`config.mk`:
```
export PLATFORM = sky130hd
export DESIGN_NAME = simon_key_expander
export DESIGN_NICKNAME = d
export VERILOG_FILES = /design/src/rtl/simon_key_expander.sv
export SDC_FILE = /design/constraint.sdc
export NUM_CORES = 1
export LEC_CHECK = 0
export BUFFER_PORTS_ARGS = -buffer_cell sky130_fd_sc_hd__buf_4
export CAP_MARGIN = 10
export CORE_MARGIN = 2
export CORE_UTILIZATION = 55
export CTS_CLUSTER_DIAMETER = 200
export DETAILED_ROUTE_END_ITERATION = 16
export GPL_TIMING_DRIVEN = 1
export PLACE_DENSITY = 0.83
export SLEW_MARGIN = 20
export SYNTH_ARGS = -nofsm -noshare
export SYNTH_HDL_FRONTEND = slang
export SYNTH_SLANG_ARGS = --single-unit
```
`constraint.sdc`:
```
create_clock -name clk -period 2.57 [get_ports clk]
set_clock_uncertainty 0.1 [all_clocks]
set_input_delay 0.1285 -clock clk [delete_from_list [all_inputs] [get_ports clk]]
set_output_delay 0.1285 -clock clk [all_outputs]
set_load 0.01 [all_outputs]
```
`src/rtl/simon_key_expander.sv`:
```
`default_nettype none
// ============================================================================
// Module   : simon_key_expander
// Purpose  : Sequential SIMON key-expansion engine. Loads an M-word master
//            key and streams round keys k[0]..k[T-1], one per valid/ready
//            handshake. Works for any SIMON word size N, key-word count
//            M (2/3/4), round count T and z constant sequence.
// Ports    : clk       - clock
//            rst_n     - asynchronous active-low reset
//            start     - load key_in and begin expansion (only in IDLE)
//            key_in    - master key, word w at bits [w*N +: N] is k[w]
//            busy      - high while keys are being emitted
//            rk_valid  - rk_data / rk_index valid
//            rk_ready  - consumer accepts the current key
//            rk_data   - round key k[rk_index]
//            rk_index  - index of the current key, 0..T-1
//            done      - one-cycle pulse after the final key handshake
//            rd_addr   - (SIMON_KS_STORE_EN) key-store read address
//            rd_data   - (SIMON_KS_STORE_EN) registered key-store read data
// Options  : define SIMON_KS_STORE_EN to add a T x N key store that captures
//            every handshaked key, readable through rd_addr / rd_data.
// Revision : 1.0 - initial release
// ============================================================================
module simon_key_expander #(
    parameter int          N     = 32,
    parameter int          M     = 3,
    parameter int          T     = 42,
    // z2, LSB = z[0]
    parameter logic [61:0] Z_SEQ = 62'b11_0011011010_0111111000_1000010100_0110010010_1100000011_1011110101,
    parameter int          IDX_W = 7
) (
    input  logic             clk,
    input  logic             rst_n,
    input  logic             start,
    input  logic [M*N-1:0]   key_in,
    output logic             busy,
    output logic             rk_valid,
    input  logic             rk_ready,
    output logic [N-1:0]     rk_data,
    output logic [IDX_W-1:0] rk_index,
    output logic             done
`ifdef SIMON_KS_STORE_EN
    ,
    input  logic [IDX_W-1:0] rd_addr,
    output logic [N-1:0]     rd_data
`endif
);

    // ------------------------------------------------------------------------
    // Elaboration-time legality checks
    // ------------------------------------------------------------------------
    if (M < 2 || M > 4) begin : g_badM
        $error("simon_key_expander: M must be 2, 3 or 4");
    end
    if (T <= M) begin : g_badT
        $error("simon_key_expander: T must be greater than M");
    end
    if (T > (1 << IDX_W)) begin : g_badIdxW
        $error("simon_key_expander: IDX_W too narrow for T");
    end
    if (N != 16 && N != 24 && N != 32 && N != 48 && N != 64) begin : g_badN
        $error("simon_key_expander: N must be 16, 24, 32, 48 or 64");
    end

    // ------------------------------------------------------------------------
    // Constants
    // ------------------------------------------------------------------------
    localparam logic [1:0]       c_IDLE     = 2'd0;
    localparam logic [1:0]       c_EMIT     = 2'd1;
    localparam logic [1:0]       c_FIN      = 2'd2;
    localparam logic [IDX_W-1:0] c_LAST_IDX = IDX_W'(T - 1);
    localparam logic [5:0]       c_Z_LAST   = 6'd61;
    localparam logic [N-1:0]     c_THREE    = N'(3);

    // ------------------------------------------------------------------------
    // Registers and wires
    // ------------------------------------------------------------------------
    logic [1:0]       r_state;
    logic [1:0]       w_stateNext;
    logic [N-1:0]     r_window [M];
    logic [5:0]       r_zPtr;
    logic [IDX_W-1:0] r_idx;

    logic             w_load;
    logic             w_advance;
    logic [N-1:0]     w_keyWord [M];
    logic [N-1:0]     w_rot3;
    logic [N-1:0]     w_tmp;
    logic [N-1:0]     w_zExt;
    logic [N-1:0]     w_newWord;

    // ------------------------------------------------------------------------
    // Master-key unpacking
    // ------------------------------------------------------------------------
    for (genvar gw = 0; gw < M; gw++) begin : g_keyWord
        assign w_keyWord[gw] = key_in[gw*N +: N];
    end

    // ------------------------------------------------------------------------
    // New-word generation: k[i+M] from the window k[i]..k[i+M-1].
    // ~window[0] ^ 3 folds the constant c = 2^N-4 into a single inversion.
    // ------------------------------------------------------------------------
    assign w_rot3 = {r_window[M-1][2:0], r_window[M-1][N-1:3]};

    if (M == 4) begin : g_fourWord
        assign w_tmp = w_rot3 ^ r_window[1];
    end else begin : g_fewWord
        assign w_tmp = w_rot3;
    end

    assign w_zExt    = {{(N-1){1'b0}}, Z_SEQ[r_zPtr]};
    assign w_newWord = ~r_window[0] ^ w_tmp ^ {w_tmp[0], w_tmp[N-1:1]} ^ c_THREE ^ w_zExt;

    // ------------------------------------------------------------------------
    // State register
    // ------------------------------------------------------------------------
    always_ff @(posedge clk or negedge rst_n) begin
        if (!rst_n) begin
            r_state <= c_IDLE;
        end else begin
            r_state <= w_stateNext;
        end
    end

    // ------------------------------------------------------------------------
    // Next-state and output logic
    // ------------------------------------------------------------------------
    always_comb begin
        w_stateNext = r_state;
        w_load      = 1'b0;
        w_advance   = 1'b0;
        busy        = 1'b0;
        rk_valid    = 1'b0;
        rk_data     = '0;
        rk_index    = '0;
        done        = 1'b0;

        case (r_state)
            c_IDLE: begin
                if (start) begin
                    w_load      = 1'b1;
                    w_stateNext = c_EMIT;
                end
            end
            c_EMIT: begin
                busy     = 1'b1;
                rk_valid = 1'b1;
                rk_data  = r_window[0];
                rk_index = r_idx;
                if (rk_ready) begin
                    if (r_idx == c_LAST_IDX) begin
                        w_stateNext = c_FIN;
                    end else begin
                        w_advance = 1'b1;
                    end
                end
            end
            c_FIN: begin
                // start is deliberately not looked at here
                done        = 1'b1;
                w_stateNext = c_IDLE;
            end
            default: begin
                w_stateNext = c_IDLE;
            end
        endcase
    end

    // ------------------------------------------------------------------------
    // Key window, z pointer and index. Everything holds unless a load or a
    // non-final handshake occurs, which gives stable outputs under stalls.
    // ------------------------------------------------------------------------
    always_ff @(posedge clk or negedge rst_n) begin
        if (!rst_n) begin
            for (int w = 0; w < M; w++) begin
                r_window[w] <= '0;
            end
            r_zPtr <= '0;
            r_idx  <= '0;
        end else if (w_load) begin
            for (int w = 0; w < M; w++) begin
                r_window[w] <= w_keyWord[w];
            end
            r_zPtr <= '0;
            r_idx  <= '0;
        end else if (w_advance) begin
            for (int w = 0; w < M - 1; w++) begin
                r_window[w] <= r_window[w+1];
            end
            r_window[M-1] <= w_newWord;
            r_zPtr        <= (r_zPtr == c_Z_LAST) ? 6'd0 : r_zPtr + 6'd1;
            r_idx         <= r_idx + IDX_W'(1);
        end
    end

`ifdef SIMON_KS_STORE_EN
    // ------------------------------------------------------------------------
    // Optional key store. The array has no reset so that its contents stay
    // available after done; only the read register is cleared.
    // ------------------------------------------------------------------------
    localparam int                c_ADDR_W = $clog2(T);
    localparam logic [IDX_W-1:0]  c_DEPTH  = IDX_W'(T);

    logic [N-1:0]        r_store [T];
    logic [N-1:0]        r_rdData;
    logic [c_ADDR_W-1:0] w_wrAddr;
    logic [c_ADDR_W-1:0] w_rdAddr;

    assign w_wrAddr = r_idx[c_ADDR_W-1:0];
    assign w_rdAddr = rd_addr[c_ADDR_W-1:0];

    always_ff @(posedge clk) begin
        if (rk_valid && rk_ready) begin
            r_store[w_wrAddr] <= r_window[0];
        end
    end

    always_ff @(posedge clk or negedge rst_n) begin
        if (!rst_n) begin
            r_rdData <= '0;
        end else begin
            // out-of-range addresses read as zero
            r_rdData <= (rd_addr < c_DEPTH) ? r_store[w_rdAddr] : '0;
        end
    end

    assign rd_data = r_rdData;
`endif

endmodule
`default_nettype wire
```
# --- Word level (Yosys, flattened, before mapping) ---
# Memory sizes are Yosys's and may differ from the RTL's.
# Index checks and enable logic that the tools add are counted.
word_totals:
  n_memories: 1
  regBits: 111
  rom_bits: 64
  out_inout_bits: 42
  wordCells: 46
  in_bits: 100
memory_table:
  columns: ["name", "depth", "width", "read_ports", "rd_clocked_by_memory_dff", "write_ports", "line_no", "rtl"]
  rows:
  - ["(no name shown)", 64, 1, 1, 0, 0, "111", "assign w_zExt = {{(N-1){1'b0}}, Z_SEQ[r_zPtr]};"]
op_classes:
  bitwise_logic: 5
  magnitude_cmp: 1
  n_mux: 21
  reduce_logical: 3
  n_eq_ne: 7
  addsub: 2
op_table:
  columns: ["operator", "n"]
  rows:
  - ["two-way mux 96 bit", 2]
  - ["XOR 32 bit", 2]
  - ["two-way mux 32 bit", 1]
  - ["NOT 32 bit", 1]
  - ["XOR 32 x 1 -> 32 bit", 1]
  - ["two-way mux 7 bit", 3]
  - ["two-way mux 6 bit", 3]
  - ["two-way mux 1 bit", 8]
  - ["adder 7 x 1 -> 7 bit (second input constant)", 1]
  - ["equality test 7 x 6 -> 1 bit (second input constant)", 1]
  - ["less-than comparator 6 x 7 -> 1 bit (second input constant)", 1]
  - ["adder 6 x 1 -> 6 bit (second input constant)", 1]
  - ["equality test 6 bit (second input constant)", 1]
  - ["two-way mux 2 bit", 3]
  - ["!= test 2 bit (second input constant)", 3]
  - ["one-hot mux 2 bit (2 select lines)", 1]
  - ["AND reduction 3 bit", 1]
  - ["equality test 2 x 1 -> 1 bit (second input constant)", 1]
  - ["equality test 2 bit (second input constant)", 1]
  - ["logical NOT 2 bit", 1]
  - ["NOT 2 bit", 1]
  - ["nonzero test 2 bit", 1]

# --- Logic depth before layout (Yosys ltp) ---
depth:
  depth_word: 7
  mapped_depth: 10
  depth_no_buf: 8

# --- Least setup slack after synthesis ---
# No wires, ideal clock.
synth_timing:
  kind: "reg2reg"
  startpoint: "register r_zPtr[1]"
  endpoint: "register r_window[0] in the netlist's numbering"
  period_less_slack_ns: 1.949
  path_buffers: 0
  t_arrival_ns: 1.780
  setup_time_ns: 0.069
  required_time_ns: 2.401
  stages_incl_launch_ff: 9
  setup_slack_ns: 0.621
  path_cell_list: "dfrtp_1 > inv_1 > ha_1 > nand2b_1 > a211oi_1 > a31oi_1 > o31ai_1 > mux2_2 > nand3_1"
synth_via:
  elab_chain_cells: 5
synth_lines:
  columns: ["element", "line_no", "rtl"]
  rows:
  - ["from (decl)", "81", "logic [5:0] r_zPtr;"]
  - ["from (signal assigned)", "191", "r_zPtr <= (r_zPtr == c_Z_LAST) ? 6'd0 : r_zPtr + 6'd1;"]
  - ["memory (64 x 1 bit)", null, null]
  - ["two-way mux 1 bit (implied by the code)", "111", null]
  - ["XOR 32 x 1 -> 32 bit", "112", "assign w_newWord = ~r_window[0] ^ w_tmp ^ {w_tmp[0], w_tmp[N-1:1]} ^ c_THREE ^ w_zExt;"]
  - ["two-way mux 96 bit", "186", "end else if (w_advance) begin"]
  - ["two-way mux 96 bit", "180", "end else if (w_load) begin"]
  - ["to (signal, indexed assignment)", "182", "r_window[w] <= w_keyWord[w];"]
  - ["to (signal, indexed assignment)", "188", "r_window[w] <= r_window[w+1];"]
  - ["to (signal, indexed assignment)", "190", "r_window[M-1] <= w_newWord;"]
  - ["to (decl)", "80", "logic [N-1:0] r_window [M];"]
# No other way between the ends. The select of a mux whose other input is x is not followed.
# A chain may end at the register's enable or synchronous reset.

# --- Worst setup path after layout ---
layout_timing:
  startpoint: "register r_idx[1]"
  endpoint: "register r_window[22] in the netlist's numbering"
layout_via:
  elab_chain_cells: 5
layout_lines:
  columns: ["element", "line_no", "rtl"]
  rows:
  - ["from (decl)", "82", "logic [IDX_W-1:0] r_idx;"]
  - ["from (signal assigned)", "192", "r_idx <= r_idx + IDX_W'(1);"]
  - ["equality test 7 x 6 -> 1 bit", "151", "if (r_idx == c_LAST_IDX) begin"]
  - ["two-way mux 1 bit", "151", null]
  - ["two-way mux 1 bit", "150", "if (rk_ready) begin"]
  - ["two-way mux 1 bit", "138", "case (r_state)"]
  - ["nonzero test 2 bit (no source line)", null, null]
# No other way between the ends.

==> impl_results.md <==
* Status: completed
* Fin. max-slew vios at 0
* Routed len/inst at about 16 um
* Cell Area, Placed at a little over 7000 um^2
* Worst-path maximum fanout at 51
* CP arrival at 2550 ps
* Count leader, synth: nand2_1
* Minimum clock period at 2400 ps
* Nets@finish at 1,058
* Sequential-to-total area share from yosys stat at 45.4%
* Largest net degree at the start of global routing at 71
* Internal at 5100 uW
* RSZ-0062 raised after global routing: false
* Sequential power share at 40.2%
* P_sw at 3390 uW
* Row count at 38
* Max IR drop VDD at 500 uV
* Pwr per Cell Area at between 1000 and 1500 nW/um^2
* Comb pwr share at between 40 and 50%
* Ports at 142
* Synth async-reset ratio at 100%
* Pre-antenna DRT Iters at 5
* Net Sw Frac at 39.9%
* Total congestion overflow at 0
* # diodes at 0
* Synth top area share at between 40 and 50%
* Cell taking the most area after synthesis: dfrtp_1
* Core Area at approximately 11,000 um^2
* # Post-CTS Setup Buffers at 0
* CP Class: register to register
* Layout cells sized above 1 at 18.2%
* Reg clk slew, reported paths at between 100 and 150 ps
* Max-cap violations at 0
* Synthesis-to-finish area growth at 37.7%
* Clk pwr share at 12.5%
* Initial Util at 56.4%
* Cell Area, Synth at ~6100 um^2
* Worst slew margin at 51.9%
* Leak pwr at 0.00378 uW
* Via-to-Cell Ratio at ~5.6
* EDFF count, synth at 0
* Top post-synthesis cells by count: nand2_1 (175), dfrtp_1 (111), nor2_1 (108)
* Hold slack at 238 ps
* Synthesized net count at 849
* Post-route cell area at 8420 um^2
* Top_reg_cell synth: dfrtp_1
* Gpl congestion at 0.890
* Hold-fix buffers, CTS at 99
* Final setup viols at 0
* CTS Buf Count at 9
* Yosys warns at 0
* IO Port Bufs at 141
* Clk_lat worst skew at ~370 ps
* Via Count at 6,125
* Critical Path Start Type: register
* Crit. End Element: register
* # DRC at 0
* FMAX at 416 MHz
* Slew @ Worst Pin at 722 ps
* Post-cts repair resize count at 0
* Slowest cell on the critical path: dfrtp_1
* CTS Sinks at 111
* Post-synth cell types at 37
* CP Data Required Time at between 2000 and 3000 ps
* Root buf cell: clkbuf_8
* Crit-path cells: inv_1 > ha_1 > nand4bb_1 > nor3b_2 > or2_4 > buf_12 > nor2_1 > a21oi_1 > o21ai_0
* Period utilization at 93.5%
* Gr usage total at 31.1%
* DRT iter0 DRCs at 490
* Synth area leaders: dfrtp_1 (45%), nand2_1 (11%), xnor2_1 (9.2%)
* Die area at between 10,000 and 15,000 um^2
* Fin. Hold Viols at 0
* CTS H-tree lvls at 3
* First-pass GRT wire length at around 29,000 um
* CTS Buffer Depth at 2
* Avg Inst Size Synth at 8.24 um^2
* Routed WL at 18,100 um
* Antenna-violating nets left at 0
* Tot Pwr at 8490 uW
* Dpl cells at 981
* Final Instance Count excl. Fillers at 1,096
* Die X at 109 um
* Largest stage delay, worst path at 430 ps
* CTS tree: built
* HP Class: input port to async pin
* Vias in the first global route at 6,195
* Detailed placer's ending HPWL at between 10,000 and 15,000 um
* Setup_tns at 0 ps
* Yosys reg bits at around 110
* Post-Synthesis Cells at 742
* Initial antenna violation count at 0
* Die Y at 109 um
==> power groups by stage <==
| stage | Clock, uW | Combinational [uW] | Sequential [uW] |
|---|---|---|---|
| 2_1_floorplan | 0 | 2870 | 3110 |
| 3_3_place_gp | 0 | 3640 | 3360 |
| 3_5_place_dp | 0 | 3810 | 3400 |
| 4_1_cts | 1080 | 3950 | 3380 |
| 5_1_grt | 1160 | 4460 | 3510 |
| 6_report | 1060 | 4010 | 3410 |
==> placed cells by master, fill, tap and decap left out, types with 4 or more instances in the layout <==
cell type and n:
xor2_1 6, buf_4 147, nand2_1 174, a21oi_1 38, dlygate4sd3_1 99, ha_1 7
dfrtp_1 111, inv_1 5, o21ai_0 21, nand3_1 9, a31oi_1 66, and2_1 39
buf_12 5, clkbuf_8 9, and3_1 4, o21ai_1 10, xnor2_1 64, nor2_1 108
==> sequential cells by signal (all words and copies together) (netlist names) <==
name	flops
r_zPtr	6
r_idx	7
r_state	2
r_window	96
==> final timing paths <==
check | startpoint | to | slack (ps) | depth (start not counted)
min in group clk | start | r_window[12]$_DFFE_PN0P_ | 390 | 4
worst min-delay path | rst_n | r_window[87]$_DFFE_PN0P_ | 240 | 2
worst max register to register | r_idx[1]$_DFFE_PN0P_ | r_window[22]$_DFFE_PN0P_ | 170 | 9
worst max-delay path | r_idx[1]$_DFFE_PN0P_ | r_window[22]$_DFFE_PN0P_ | 170 | 9
worst min register to register | r_window[60]$_DFFE_PN0P_ | r_window[92]$_DFFE_PN0P_ | 440 | 2
max in group asynchronous | rst_n | r_window[69]$_DFFE_PN0P_ | 1360 | 3
==> critical path, delay by kind of cell, from the launching register on <==
| family | cells | cell delay (ps) |
|---|---|---|
| compound gates | 2 | 270 |
| fa+ha+maj | 1 | 140 |
| buf+inv | 2 | 340 |
| flops | 1 | 430 |
| simple gates | 4 | 970 |
==> final cells by class <==
cell class,instances,area [um^2]
timing repair buffer,251,2190
inverter,5,18.8
sequential,111,2780
clock inverter,7,72.6
multi-input combinational,573,3060
tap,140,175
fill,695,2420
clock buffer,9,124
==> metrics by stage <==
step	setup slack, ps	util (%)
floorplan	621	-
global placement	377	66.7
global route	61.3	77.7
CTS	226	77.7
detailed placement	257	66.7
finish	166	77.7
==> layer usage <==
| layer | track usage [%] | vias to the layer above | wire length [um] |
|---|---|---|---|
| met4 | 13.6 | 0 | 572 |
| met2 | 53.2 | 249 | 9440 |
| met1 | 39.3 | 2959 | 7130 |
| met5 | 0 | - | 0 |
| li1 | - | 2863 | - |
| met3 | 4.27 | 54 | 914 |
==> kinds of logic after synthesis <==
kind of cell / synth area share (%)
fa+ha+maj: 1.43
flops: 45.4
compound gates: 13.7
buf+inv: 4.87
mux: 0.348
xor+xnor: 10.0
simple gates: 24.2
Note: power is estimated with default switching activity, not from simulation.
